--- config.mk ---
export PLATFORM = sky130hd
export DESIGN_NAME = gps_seq_ctrl_flat
export DESIGN_NICKNAME = d
export VERILOG_FILES = /design/src/rtl/gps_seq_ctrl_if.sv /design/src/rtl/gps_seq_ctrl.sv /design/src/flat_wrapper.sv
export SDC_FILE = /design/constraint.sdc
export NUM_CORES = 1
export LEC_CHECK = 0
export CORE_UTILIZATION = 54
export DETAILED_ROUTE_END_ITERATION = 10
export GPL_ROUTABILITY_DRIVEN = 0
export GPL_TIMING_DRIVEN = 0
export PLACE_DENSITY_LB_ADDON = 0.3
export SKIP_LAST_GASP = 1
export SLEW_MARGIN = 20
export SYNTH_ARGS = -nofsm -noshare
export SYNTH_HDL_FRONTEND = slang
export SYNTH_SLANG_ARGS = --single-unit
--- constraint.sdc ---
create_clock -name clk_in -period 2.78 [get_ports clk_in]
set_clock_uncertainty 0.05 [all_clocks]
set_input_delay 0.556 -clock clk_in [delete_from_list [all_inputs] [get_ports clk_in]]
set_output_delay 0.556 -clock clk_in [all_outputs]
set_load 0.005 [all_outputs]
--- src/rtl/gps_seq_ctrl_if.sv ---
// gps_seq_ctrl_if: control/status bundle between the sequencer and its host/core.
//   master: drives start/stop/config/message inputs and the core's done flag
//   slave : the sequencer; drives phase, phase-start, chip enable, message and status
interface gps_seq_if #(
  parameter int MSG_W = 32
);
  logic             start_in;
  logic             stop_in;
  logic [15:0]      cfg_ca_phase_in;
  logic             use_msg_preset_in;
  logic [MSG_W-1:0] msg_preset_in;
  logic             msg_ext_in;
  logic             code_phase_done_in;
  logic [15:0]      ca_phase_out;
  logic             ca_phase_start_out;
  logic             ena_out;
  logic             msg_out;
  logic             epoch_out;
  logic             bit_edge_out;
  logic             busy_out;
  logic [1:0]       state_out;
  modport master (
    output start_in, stop_in, cfg_ca_phase_in, use_msg_preset_in, msg_preset_in,
           msg_ext_in, code_phase_done_in,
    input  ca_phase_out, ca_phase_start_out, ena_out, msg_out, epoch_out,
           bit_edge_out, busy_out, state_out
  );
  modport slave (
    input  start_in, stop_in, cfg_ca_phase_in, use_msg_preset_in, msg_preset_in,
           msg_ext_in, code_phase_done_in,
    output ca_phase_out, ca_phase_start_out, ena_out, msg_out, epoch_out,
           bit_edge_out, busy_out, state_out
  );
endinterface

--- src/rtl/gps_seq_ctrl.sv ---
// gps_seq_ctrl: run-time sequencer for gps_gen_core (align, chip enables, epoch/bit counting, nav bit).
//   clk_in   : system clock
//   rst_in_n : asynchronous active-low reset
//   bus      : gps_seq_if slave (start/stop/config/message in; phase, enables, msg, status out)
module gps_seq_ctrl #(
  parameter int CLK_PER_CHIP   = 16,
  parameter int CHIPS_PER_CODE = 1023,
  parameter int CODES_PER_BIT  = 20,
  parameter int MSG_W          = 32
) (
  input logic      clk_in,
  input logic      rst_in_n,
  gps_seq_if.slave bus
);
  localparam int DW = CLK_PER_CHIP   > 1 ? $clog2(CLK_PER_CHIP)   : 1;
  localparam int CW = CHIPS_PER_CODE > 1 ? $clog2(CHIPS_PER_CODE) : 1;
  localparam int KW = CODES_PER_BIT  > 1 ? $clog2(CODES_PER_BIT)  : 1;
  typedef enum logic [1:0] {IDLE = 2'b00, ALIGN = 2'b01, RUN = 2'b10} state_t;
  state_t           state_q, state_d;
  logic [DW-1:0]    div_q, div_d;
  logic [CW-1:0]    chip_q, chip_d;
  logic [KW-1:0]    code_q, code_d;
  logic [15:0]      phase_q, phase_d;
  logic [MSG_W-1:0] word_q, word_d, word_rot;
  logic             use_q, use_d, cps_q, cps_d, ena_q, ena_d, epoch_q, epoch_d;
  logic             edge_q, edge_d, msg_q, msg_d, run_d, load_d;
  always_ff @(posedge clk_in or negedge rst_in_n)
    if (!rst_in_n) begin
      state_q <= IDLE;
      div_q   <= '0;
      chip_q  <= '0;
      code_q  <= '0;
      phase_q <= '0;
      word_q  <= '0;
      use_q   <= 1'b0;
      cps_q   <= 1'b0;
      ena_q   <= 1'b0;
      epoch_q <= 1'b0;
      edge_q  <= 1'b0;
      msg_q   <= 1'b0;
    end else begin
      state_q <= state_d;
      div_q   <= div_d;
      chip_q  <= chip_d;
      code_q  <= code_d;
      phase_q <= phase_d;
      word_q  <= word_d;
      use_q   <= use_d;
      cps_q   <= cps_d;
      ena_q   <= ena_d;
      epoch_q <= epoch_d;
      edge_q  <= edge_d;
      msg_q   <= msg_d;
    end
  always_comb begin
    state_d = state_q == IDLE ? ((bus.start_in && !bus.stop_in) ? ALIGN : IDLE) :
              bus.stop_in ? IDLE :
              (state_q == ALIGN && bus.code_phase_done_in) ? RUN :
              (state_q == ALIGN || state_q == RUN) ? state_q : IDLE;
  end
  // Every output is registered, so each pulse is decided from the next-cycle
  // counter values; leaving RUN clears everything and drops scheduled pulses.
  always_comb begin
    run_d    = state_d == RUN;
    load_d   = state_q == IDLE && state_d == ALIGN;
    word_rot = (word_q << 1) | (word_q >> (MSG_W - 1));
    div_d    = (run_d && state_q == RUN && div_q != DW'(CLK_PER_CHIP - 1)) ? div_q + DW'(1) : '0;
    chip_d   = !run_d ? '0 : !ena_q ? chip_q :
               chip_q == CW'(CHIPS_PER_CODE - 1) ? '0 : chip_q + CW'(1);
    code_d   = !run_d ? '0 : !epoch_q ? code_q :
               code_q == KW'(CODES_PER_BIT - 1) ? '0 : code_q + KW'(1);
    ena_d    = run_d && div_d == DW'(CLK_PER_CHIP - 1);
    epoch_d  = ena_d && chip_d == CW'(CHIPS_PER_CODE - 1);
    edge_d   = epoch_d && code_d == KW'(CODES_PER_BIT - 1);
    cps_d    = state_d == ALIGN;
    phase_d  = load_d ? bus.cfg_ca_phase_in : phase_q;
    use_d    = load_d ? bus.use_msg_preset_in : use_q;
    word_d   = load_d ? bus.msg_preset_in : (state_q == RUN && edge_q) ? word_rot : word_q;
    // First RUN cycle shows the first bit; afterwards the bit moves only in the
    // cycle following a bit-edge pulse.
    msg_d    = !run_d ? 1'b0 :
               state_q != RUN ? (use_q ? word_q[MSG_W-1] : bus.msg_ext_in) :
               edge_q ? (use_q ? word_rot[MSG_W-1] : bus.msg_ext_in) : msg_q;
  end
  assign bus.ca_phase_out       = phase_q;
  assign bus.ca_phase_start_out = cps_q;
  assign bus.ena_out            = ena_q;
  assign bus.msg_out            = msg_q;
  assign bus.epoch_out          = epoch_q;
  assign bus.bit_edge_out       = edge_q;
  assign bus.busy_out           = state_q != IDLE;
  assign bus.state_out          = state_q;
endmodule

--- src/flat_wrapper.sv ---
// flat-port wrapper written by rule: the top's interface ports become plain ports
module gps_seq_ctrl_flat 
#(
  parameter int CLK_PER_CHIP   = 16,
  parameter int CHIPS_PER_CODE = 1023,
  parameter int CODES_PER_BIT  = 20,
  parameter int MSG_W          = 32
)
  (clk_in, rst_in_n, bus_start_in, bus_stop_in, bus_cfg_ca_phase_in, bus_use_msg_preset_in, bus_msg_preset_in, bus_msg_ext_in, bus_code_phase_done_in, bus_ca_phase_out, bus_ca_phase_start_out, bus_ena_out, bus_msg_out, bus_epoch_out, bus_bit_edge_out, bus_busy_out, bus_state_out);
  gps_seq_if #(.MSG_W(MSG_W)) bus_i ();
  input logic clk_in;
  input logic rst_in_n;
  input wire logic [$bits(bus_i.start_in)-1:0] bus_start_in;
  input wire logic [$bits(bus_i.stop_in)-1:0] bus_stop_in;
  input wire logic [$bits(bus_i.cfg_ca_phase_in)-1:0] bus_cfg_ca_phase_in;
  input wire logic [$bits(bus_i.use_msg_preset_in)-1:0] bus_use_msg_preset_in;
  input wire logic [$bits(bus_i.msg_preset_in)-1:0] bus_msg_preset_in;
  input wire logic [$bits(bus_i.msg_ext_in)-1:0] bus_msg_ext_in;
  input wire logic [$bits(bus_i.code_phase_done_in)-1:0] bus_code_phase_done_in;
  output wire logic [$bits(bus_i.ca_phase_out)-1:0] bus_ca_phase_out;
  output wire logic [$bits(bus_i.ca_phase_start_out)-1:0] bus_ca_phase_start_out;
  output wire logic [$bits(bus_i.ena_out)-1:0] bus_ena_out;
  output wire logic [$bits(bus_i.msg_out)-1:0] bus_msg_out;
  output wire logic [$bits(bus_i.epoch_out)-1:0] bus_epoch_out;
  output wire logic [$bits(bus_i.bit_edge_out)-1:0] bus_bit_edge_out;
  output wire logic [$bits(bus_i.busy_out)-1:0] bus_busy_out;
  output wire logic [$bits(bus_i.state_out)-1:0] bus_state_out;
  assign bus_i.start_in = bus_start_in;
  assign bus_i.stop_in = bus_stop_in;
  assign bus_i.cfg_ca_phase_in = bus_cfg_ca_phase_in;
  assign bus_i.use_msg_preset_in = bus_use_msg_preset_in;
  assign bus_i.msg_preset_in = bus_msg_preset_in;
  assign bus_i.msg_ext_in = bus_msg_ext_in;
  assign bus_i.code_phase_done_in = bus_code_phase_done_in;
  assign bus_ca_phase_out = bus_i.ca_phase_out;
  assign bus_ca_phase_start_out = bus_i.ca_phase_start_out;
  assign bus_ena_out = bus_i.ena_out;
  assign bus_msg_out = bus_i.msg_out;
  assign bus_epoch_out = bus_i.epoch_out;
  assign bus_bit_edge_out = bus_i.bit_edge_out;
  assign bus_busy_out = bus_i.busy_out;
  assign bus_state_out = bus_i.state_out;
  gps_seq_ctrl #(.CLK_PER_CHIP(CLK_PER_CHIP), .CHIPS_PER_CODE(CHIPS_PER_CODE), .CODES_PER_BIT(CODES_PER_BIT), .MSG_W(MSG_W)) u_core (.clk_in(clk_in), .rst_in_n(rst_in_n), .bus(bus_i));
endmodule
# After elaboration in Yosys (flattened, before gate mapping)
# Index checks and enable logic that the tools add are counted.
# word_totals
regBits	75
latch_bits	0
mem_bits_rw	0
rom_bits	0
output_inout_bits	24
wordCells	61
memories	0
# op_classes
add_sub_neg	3
multipliers	0
n_div	0
n_lt_le_gt_ge	0
eq_ne	12
n_shift	0
muxes	19
bitwise	1
reduce_logical	14
# op_table
op	count
32-bit two-way mux	2
32-bit by 1-bit bitwise OR with 32-bit output	1
10-bit two-way mux	3
10-bit equality test (second input constant)	2
5-bit two-way mux	3
10-bit by 1-bit adder with 10-bit output (second input constant)	1
5-bit equality test (second input constant)	2
1-bit logical AND	9
2-bit two-way mux	4
1-bit two-way mux	6
5-bit by 1-bit adder with 5-bit output (second input constant)	1
4-bit by 1-bit adder with 4-bit output (second input constant)	1
2-bit by 1-bit equality test with 1-bit output (second input constant)	2
2-bit equality test (second input constant)	2
4-bit equality test (second input constant)	1
4-bit two-way mux	1
4-bit != test (second input constant)	1
2-bit nonzero test	2
3-bit by 2-bit != test with 1-bit output (second input constant)	1
2-bit logical NOT	1
2-bit != test (second input constant)	1
1-bit logical NOT	1
1-bit logical OR	1

# Longest topological paths before layout
# Gate-level depths: netlist of the first run.
# logic_depth
word_depth	14
ltp_mapped	8
ltp_nobuf	7

# Least setup slack after synthesis of the first run
# OpenSTA, ideal clock, no wires.
# synth_timing
path_kind	input to register
startpoint	input bus_stop_in
endpoint	register u_core.word_q[10]
setup_time_ps	137
arrival_time_ps	1684
slack_ps	909
cell_stages	6
path_buffers	3
cell_sequence	clkbuf_1 -> nor3_2 -> nand2b_1 -> clkbuf_1 -> clkbuf_1 -> a21oi_1
# synth_via
elab_chain_cells	7
# synth_rtl
element	line	source
start, declared	flat_wrapper.sv:14	input wire logic [$bits(bus_i.stop_in)-1:0] bus_stop_in;
1-bit logical NOT	gps_seq_ctrl.sv:56	state_d = state_q == IDLE ? ((bus.start_in && !bus.stop_in) ? ALIGN : IDLE) :
1-bit logical AND	gps_seq_ctrl.sv:56	
1-bit two-way mux	gps_seq_ctrl.sv:56	
2-bit two-way mux (*)	gps_seq_ctrl.sv:56	
2-bit by 1-bit equality test with 1-bit output (*)	gps_seq_ctrl.sv:65	load_d = state_q == IDLE && state_d == ALIGN;
1-bit logical AND (*)	gps_seq_ctrl.sv:65	
32-bit two-way mux or 2-bit nonzero test (tied branches)	n/a	
end signal, assigned	gps_seq_ctrl.sv:47	word_q <= word_d;
end, declared	gps_seq_ctrl.sv:24	logic [MSG_W-1:0] word_q, word_d, word_rot;
# Mark *: on every way between the ends. The rest lies on a longest branch, timed or not.
# A chain may end at the register's enable or synchronous reset.

# Worst setup path after layout of the first run
# layout_timing
startpoint	input bus_start_in
endpoint	register u_core.word_q[21]
# layout_via
elab_chain_cells	6
# layout_rtl
element	line	source
start, declared	flat_wrapper.sv:13	input wire logic [$bits(bus_i.start_in)-1:0] bus_start_in;
1-bit logical AND (*)	gps_seq_ctrl.sv:56	
1-bit two-way mux (*)	gps_seq_ctrl.sv:56	
2-bit two-way mux (*)	gps_seq_ctrl.sv:56	
2-bit by 1-bit equality test with 1-bit output (*)	gps_seq_ctrl.sv:65	
1-bit logical AND (*)	gps_seq_ctrl.sv:65	
32-bit two-way mux or 2-bit nonzero test (tied branches)	n/a	
# Marks and branches as above.

==> run summary, run 1 <==
Setup repair after global routing left no endpoint under its margin. The die covers 6740 um2. The via count of the first global-routing pass was 2556. Entering global routing, the biggest net connects 50 pins. Detailed placement ended at an HPWL of 5110 um.

Worst reg2reg path startpoint: u_core.bus.state_out[0]$_DFF_PN0_. At the worst endpoint, the arrival time is 2.40 ns. After filler insertion, the fill cell instance count of the layout stands at 409. Wire length of the first global-routing pass: 11900 um. The count of maximum capacitance violations came out at 0. The finished cells cover 4580 um2. The tools report the via total after detailed routing as 2591. The post-route fraction of the period consumed by the critical path works out to 80.8%. At the end of the flow the core is filled with cells to 75.6%. The top fanout value on the critical path was 10. STA puts the critical path data required time at 2.94 ns. Maximum cell stage delay along the critical path: 0.46 ns. The run gives 1880 um2 as the footprint of the flip-flops and latches. For the worst IR drop on VDD, the log shows 0.481 mV.

The setup path with the least slack is of type in -> reg. In this run the power density over the cells is 642 nW/um2. The root buffer selected by CTS is sky130_fd_sc_hd__clkbuf_8. Including well taps, the total number of placed cells is 466. The hold buffer count at cts is 0, and the global routing usage summed across all routing layers is 24.1%.

Summing every instance area after synthesis gives 3470 um2. The fraction of layout instances using a drive strength above 1 is 12.8%. Gates resized during post-CTS repair numbered 0. The run gives 445 MHz as the highest clock frequency the design can meet.

For the synthesized netlist cell count, the log shows 313. The wire length per cell after detailed routing was 15.3 um; the number of buffers inserted to repair setup after CTS was 0. The design draws 2.94 mW. Static leakage: 1.88 nW. The slowest stage of the critical path is the sky130_fd_sc_hd__clkdlybuf4s50_1 cell. Global routing used 5.27% of the available met3 tracks. The multi-input logic area was 1490 um2. The logs give 0 for the number of antenna violations at the first check in global routing and 0 for the number of setup violations in the final report.

Global routing consumed, on the met1 layer, 30.6% of the routing resources. Worst reg-to-reg setup slack: 0.65 ns. The tools report the maximum buffer depth of the clock tree as 2. The net count reported at finish is 461, and the via density per instance is 5.38. The path class of the tightest hold or removal check is in -> async.

The logs give 0 for the final count of pins violating max slew and 79 for the total I/O pin count. The row count was 28; the share of synthesized registers carrying an async set or reset was 100%. The run finished with clean final reports.

Measured along the x axis, the die boundary spans 82.1 um. The most used flip-flop cell after synthesis is sky130_fd_sc_hd__dfrtp_1. The placement-stage cell area was 4360 um2. The kind of cell with the highest combined delay along the critical path is buffers and inverters. met2 is the most crowded layer. The iteration-0 DRC count of the detailed router is 90, and the post-synthesis to final-layout area growth is 32.2%. For this run, the number of standard cells in the final layout without fillers is 482.

The clock input transition at the sequential cells of the worst setup and hold paths came out at 0.08 ns. The number of synthesized flops with an enable pin is 0. The sequential cell area fraction in the yosys report is 54.2%. Remaining global-route overflow: 0. For this run, the detailed router's first-pass iteration total came to 4. The initial standard-cell utilization of the core is 57.2%, and the quantity of I/O buffers inserted on ports is 77. TritonCTS created 9 clock buffers. The kind of start point of the critical path is an input port. Source of the critical timing path: bus_start_in.

TritonCTS built the clock tree. The worst setup path is captured at a flip-flop. The run gives 42 as the number of library cell types mapped by synthesis. The shortest clock period the worst path allows after layout works out to 2.25 ns.

The clock latency on the worst-skew pair is 0.34 ns, and the relative slew slack is 59.9%. Traced cell by cell, the critical path runs through clkdlybuf4s50_1 -> nand2b_1 -> nor3_2 -> nand2b_1 -> clkbuf_1 -> clkbuf_1 -> a21oi_1. The slew at the pin closest to its max-slew limit is 0.594 ns, and the worst path buffer plus inverter count is 3. The number of nets handed over by synthesis was 372.

In the global route stage, met2 resource usage came out at 39.4%. A synthesized cell averages 11.1 um2. Yosys printed 0 warnings. In the routed design, unresolved DRC markers number 0.

Die height: 82.1 um. The repair_antennas step left the layout with diodes totalling 0. Counting every sink on the clock net gives 75.

The detail route stage leaves a number of antenna-violating nets equal to 0. The count of final hold-check violations is 0. In this run the critical register-to-register path is captured at u_core.word_q[21]$_DFFE_PN0P_. The synthesized design contains 75 register bits. Measured in cells, the most critical reg-to-reg path has a length of 6. Wire length after detailed routing: 7380 um.

The region available for standard cell placement spans 6060 um2. The total number of H-tree levels came out at 3.
-- worst register-to-register path: cells and delay by family (launching register included) --
kind,cells,cell delay [ns]
and+or+nand+nor,3,0.69
buffers and inverters,2,0.67
DFF,1,0.45
AOI/OAI and AO/OA,1,0.14
-- metrics by stage --
step	setup slack, ns	hold WS, ns	TNS [ns]
6_report	0.534	0.0698	0
4_1_cts	0.507	0.0766	0
5_1_grt	0.285	0.0849	0
3_5_place_dp	0.149	0.441	0
3_3_place_gp	-1.44	0.423	-107.37
2_1_floorplan	0.909	0.210	0
-- layer usage --
layer  share of wire [%]  vias up
li1                    -     1273
met1                  44     1227
met2                  48       78
met3                 5.7       13
met4                 2.2        0
met5                   0        -
-- report_power, final --
group / leakage [nW] / internal, mW / total [mW] / switching, mW
clock network: 0.114 / 0.559 / 0.945 / 0.386
logic: 0.871 / 0.349 / 0.590 / 0.241
registers: 0.898 / 1.29 / 1.41 / 0.111
total: 1.88 / 2.20 / 2.94 / 0.738
-- cells in the final DEF, fill, tap and decap left out, types with 2 or more instances in the layout --
cell type	n
sky130_fd_sc_hd__clkdlybuf4s50_1	76
sky130_fd_sc_hd__dfrtp_1	75
sky130_fd_sc_hd__nor2_1	50
sky130_fd_sc_hd__a21oi_1	37
sky130_fd_sc_hd__mux2i_1	34
sky130_fd_sc_hd__mux2_2	17
sky130_fd_sc_hd__buf_2	12
sky130_fd_sc_hd__xor2_1	11
sky130_fd_sc_hd__clkbuf_8	11
sky130_fd_sc_hd__clkbuf_1	8
sky130_fd_sc_hd__nand2_1	8
sky130_fd_sc_hd__o21ai_0	6
sky130_fd_sc_hd__nand2b_1	5
sky130_fd_sc_hd__nand4_1	5
sky130_fd_sc_hd__nand3b_1	4
sky130_fd_sc_hd__inv_1	4
sky130_fd_sc_hd__ha_1	4
sky130_fd_sc_hd__a211oi_1	3
sky130_fd_sc_hd__nand3_1	3
sky130_fd_sc_hd__xnor2_1	2
sky130_fd_sc_hd__and2_1	2
sky130_fd_sc_hd__nor3b_1	2
sky130_fd_sc_hd__a211o_1	2
sky130_fd_sc_hd__bufinv_16	2
-- cell type report --
type | instances | area share, %
plain buffers | 18 | 1.80
clock buffers | 13 | 3.47
clock inverters | 3 | 1.50
inverters | 5 | 0.410
multi-input cells | 215 | 32.5
flip-flops and latches | 75 | 41.0
well taps | 75 | 2.05
repair buffers | 78 | 17.4
-- synthesized netlist by cell type, types with 2 or more instances --
| cell | count | area [um2] |
|---|---|---|
| sky130_fd_sc_hd__mux2_2 | 17 | 191 |
| sky130_fd_sc_hd__nand2b_1 | 5 | 31.3 |
| sky130_fd_sc_hd__a211o_1 | 2 | 17.5 |
| sky130_fd_sc_hd__inv_1 | 4 | 15.0 |
| sky130_fd_sc_hd__dfrtp_1 | 75 | 1880 |
| sky130_fd_sc_hd__clkbuf_1 | 6 | 22.5 |
| sky130_fd_sc_hd__nand3_1 | 3 | 15.0 |
| sky130_fd_sc_hd__o21ai_0 | 6 | 30.0 |
| sky130_fd_sc_hd__a211oi_1 | 3 | 22.5 |
| sky130_fd_sc_hd__nor2_1 | 50 | 188 |
| sky130_fd_sc_hd__nand3b_1 | 4 | 30.0 |
| sky130_fd_sc_hd__xor2_1 | 11 | 96.3 |
| sky130_fd_sc_hd__ha_1 | 4 | 50.1 |
| sky130_fd_sc_hd__mux2i_1 | 34 | 340 |
| sky130_fd_sc_hd__xnor2_1 | 2 | 17.5 |
| sky130_fd_sc_hd__nand4_1 | 5 | 31.3 |
| sky130_fd_sc_hd__a21oi_1 | 37 | 185 |
| sky130_fd_sc_hd__and2_1 | 2 | 12.5 |
| sky130_fd_sc_hd__buf_2 | 12 | 60.1 |
| sky130_fd_sc_hd__nand2_1 | 8 | 30.0 |
| sky130_fd_sc_hd__nor3b_1 | 2 | 15.0 |
-- worst max path at each step --
stage	to	slack [ns]	cells after the start
floorplan	u_core.word_q[10]$_DFFE_PN0P_	0.91	6
global placement	u_core.word_q[18]$_DFFE_PN0P_	-1.44	1
detailed placement	u_core.word_q[14]$_DFFE_PN0P_	0.15	7
CTS	u_core.word_q[30]$_DFFE_PN0P_	0.51	7
global route	u_core.word_q[23]$_DFFE_PN0P_	0.29	7
finish	u_core.word_q[21]$_DFFE_PN0P_	0.53	7
-- sequential cells by signal (all words and copies together), names as in the netlist --
signal	flops
u_core.bus.ca_phase_start_out	1
u_core.bus.ca_phase_out	16
u_core.bus.msg_out	1
u_core.use_q	1
u_core.bus.epoch_out	1
u_core.bus.ena_out	1
u_core.chip_q	10
u_core.bus.state_out	2
u_core.div_q	4
u_core.code_q	5
u_core.bus.bit_edge_out	1
u_core.word_q	32
-- kinds of logic (layout without fill, tap and decap cells) --
group                      Yosys count  in the layout  synth area share, %
and+or+nand+nor                     92             92                 13.8
xor gates and xnor gates            13             13                 3.29
AOI/OAI and AO/OA                   55             55                 9.06
adders and majority gates            4              4                 1.44
muxes                               51             51                 15.3
DFF                                 75             75                 54.2
buffers and inverters               23            117                 2.92
Power figures use the tool's default switching activity.
==> inputs of run 2 (changes only) <==
Settings changed: CORE_UTILIZATION 54 to 50.
Clock period 2.78 ns to 2.2 ns, I/O delays scaled along.
==> run 2 against run 1 <==
Setup slack lost 0.46 ns; count of clock-buffer cells in the layout shrank 1; register-to-register slack got worse by 0.51 ns; wire length is 1.6% lower; combinational power rose by 25%; non-clock buffer count grew 1; clock power up 35%; worst hold slack gained 0.37 ns.
==> run summary, run 2 (same netlist as run 1, synthesis figures left out) <==
The flow ran to the end, and the final reports show no timing, DRC or antenna violations. The worst endpoint required time was 1.71 ns (-1.23 ns). The number of design rule violations left after detail routing is 0 (unchanged), and the static leakage is 1.90 nW (+0.69%). The top cell types in the final layout, fill and taps aside, are 76 x sky130_fd_sc_hd__clkdlybuf4s50_1, 75 x sky130_fd_sc_hd__dfrtp_1, 50 x sky130_fd_sc_hd__nor2_1, 37 x sky130_fd_sc_hd__a21oi_1, 34 x sky130_fd_sc_hd__mux2i_1. The via density per instance is 5.41 (+0.57%), and the multi-input logic area is 1490 um2 (+0.42%). The core utilization of the finished layout was 70.6% (-5.0 points).

For the number of sinks driven by the clock tree, the log shows 75 (unchanged). The tools report the endpoint class of the critical path as an output port. The number of standard cells in the layout, taps in and fillers out was 485 (+0.62%). The run gives 2563 (+0.27%) as the via count of the first global-routing pass.

The fraction of layout instances using a drive strength above 1 works out to 13.5% (+0.70 points). The clock share of power is 33.7% (+1.6 points). The depth of the most critical reg-to-reg path is 8 (+2).

The tools report the proportion of power drawn by flip-flops and latches as 46.8% (-1.0 points). The switching part of the total power works out to 24.6% (-0.50 points). For hold timing, the worst endpoint is u_core.div_q[0]$_DFF_PN0_.

Setup repair after global routing left no endpoint under its margin. The total internal power is 2.86 mW (+30%). The total I/O pin count came out at 79 (unchanged). The footprint of the flip-flops and latches was 1880 um2 (unchanged).

The count of TritonRoute iterations in the first routing pass was 4 (unchanged); the post-synthesis to final-layout area growth was 33.1%. The placement-stage cell area is 4350 um2 (-0.12%), and the worst hold slack across all endpoints is 0.438 ns (+0.368 ns). Wire length of the first global-routing pass: 12000 um (+0.46%). Beginning of the worst hold path: u_core.div_q[0]$_DFF_PN0_.

The die height was 85.3 um (+3.8%); the number of diodes was 0 (unchanged). The run gives 6530 um2 (+7.8%) as the standard cell core area. Path type of the worst setup path: reg -> out.

The iteration-0 DRC count of the detailed router is 123 (+37%), and the initial standard-cell utilization of the core is 53.1% (-4.1 points). The cell count of the worst hold path is 1, and the final count of pins violating max slew is 0 (unchanged). The pin count of the biggest net entering global routing came out at 44 (-12%). The total power after layout is 3.80 mW (+29%).

The pre-CTS setup slack is -0.334 ns (-0.483 ns), and the total instance count after detailed placement is 468 (+0.43%). In this run the clock root is driven by a sky130_fd_sc_hd__clkbuf_8. The count of maximum capacitance violations is 0 (unchanged).

The clock latency on the worst-skew pair is 0.34 ns (about the same), and the die extent in x is 85.3 um (+3.8%). The tools report the capture instance of the worst register-to-register path as u_core.bus.bit_edge_out$_DFF_PN0_. Placed wire-length estimate after detailed placement: 5010 um (-2.0%).

The switching power total is 0.934 mW (+27%), and the post-route fraction of the period consumed by the critical path is 96.6%. The endpoint arrival time on the critical path is 1.63 ns (-0.77 ns), and the worst IR drop on VDD is 0.462 mV (-3.8%). The power density normalized to cell area was 823 nW/um2 (+28%).

The register name with the most flops was u_core.word_q. Wire length per cell after detailed routing: 15.0 um (-2.2%). The tools report the wire length after detailed routing as 7260 um (-1.6%).

The tools report the total number of H-tree levels as 3 (unchanged). The number of buffers inserted to repair setup after CTS is 0 (unchanged). The quantity of I/O buffers inserted on ports was 77 (unchanged); the shortest clock period the worst path allows after layout was 2.12 ns.

The highest clock frequency the design can meet was 471 MHz; the combinational share of power was 19.5% (-0.6 points). The library cell used most frequently in the layout, excluding fill and tap cells, is sky130_fd_sc_hd__clkdlybuf4s50_1. The top fanout value on the critical path is 8 (-2).

For the global routing usage summed across all routing layers, the log shows 21.3% (-2.8 points). For the total clock buffers created by CTS, the log shows 9 (unchanged). The tools report the count of final hold-check violations as 0 (unchanged). TritonCTS built the clock tree. The number of setup violations in the final report is 0 (unchanged), and the slew at the pin closest to its max-slew limit is 0.589 ns (-0.00486 ns). The net count reported at finish was 462 (+0.22%). The logs give 467 (+14%) for the fill cell total of the finished layout and 0 ns (unchanged) for the total negative setup slack. The clock input transition at the sequential cells of the worst setup and hold paths is 0.07 ns (about the same). The worst min-delay path class is reg -> reg. The run gives 2622 (+1.2%) as the via total after detailed routing.

Kind of start point of the critical path: a flip-flop. The tools report the final non-filler cell area as 4610 um2 (+0.66%). For the remaining number of nets flagged by the antenna check after routing, the log shows 0 (unchanged). The number of flip-flops in the largest register is 32 (unchanged). The remaining global-route overflow came out at 0 (unchanged). The run gives 60.2% (+0.33 points) as the relative slew slack. The overall die area is 7270 um2 (+7.8%). The worst reg-to-reg setup slack was 0.14 ns (-0.51 ns); the row count was 29 (+3.6%). The final worst setup slack was 0.0755 ns (-0.459 ns). The number of antenna violations at the first check in global routing came out at 0 (unchanged).

The tools report the maximum buffer depth of the clock tree as 2 (unchanged). The startpoint identified for the worst register-to-register timing path is u_core.chip_q[0]$_DFF_PN0_.
## run 2: repair_timing
item	in CTS	in global routing
endpoints found under the setup margin	5	30
endpoints found under the hold margin	29	0
resized for setup	2	3
hold buffers	1	0
## run 2: critical path, stage by stage (launching register included)
cell and delay [ns]:
sky130_fd_sc_hd__dfrtp_1 0.51, sky130_fd_sc_hd__or2_2 0.34, sky130_fd_sc_hd__clkdlybuf4s50_1 0.44
## run 2: per-layer routing
metal | global-route usage [%] | vias to the layer above | routed length, um
li1 | - | 1270 | -
met2 | 32.9 | 65 | 3410
met5 | 0 | - | 0
met3 | 4.67 | 13 | 321
met4 | 10.5 | 0 | 133
met1 | 28.6 | 1274 | 3400
## run 2: how the worst max path moves through the flow
stage / start / slack (ns) / to
finish: u_core.bus.state_out[1]$_DFF_PN0_ / 0.08 / bus_busy_out
global route: u_core.chip_q[0]$_DFF_PN0_ / 0.008 / u_core.bus.bit_edge_out$_DFF_PN0_
CTS: u_core.bus.state_out[0]$_DFF_PN0_ / 0.03 / u_core.word_q[1]$_DFFE_PN0P_
detailed placement: bus_start_in / -0.33 / u_core.word_q[17]$_DFFE_PN0P_
global placement: rst_in_n / -1.92 / u_core.word_q[8]$_DFFE_PN0P_
floorplan: u_core.chip_q[0]$_DFF_PN0_ / 0.34 / u_core.bus.bit_edge_out$_DFF_PN0_
## run 2: final cells by class
| class | count | area share [%] |
|---|---|---|
| Buffer | 18 | 1.87 |
| Clock buffer | 12 | 3.15 |
| Clock inverter | 4 | 2.12 |
| Inverter | 5 | 0.407 |
| Multi-Input combinational cell | 215 | 32.4 |
| Sequential cell | 75 | 40.7 |
| Tap cell | 77 | 2.09 |
| Timing Repair Buffer | 79 | 17.3 |
## run 2: power by group through the flow
stage	logic, mW	registers (mW)	clock network, mW
floorplan	0.393	1.78	0
global placement	0.714	1.79	0
detailed placement	0.738	1.80	0
CTS	0.750	1.78	1.30
global route	0.825	1.81	1.37
finish	0.740	1.78	1.28
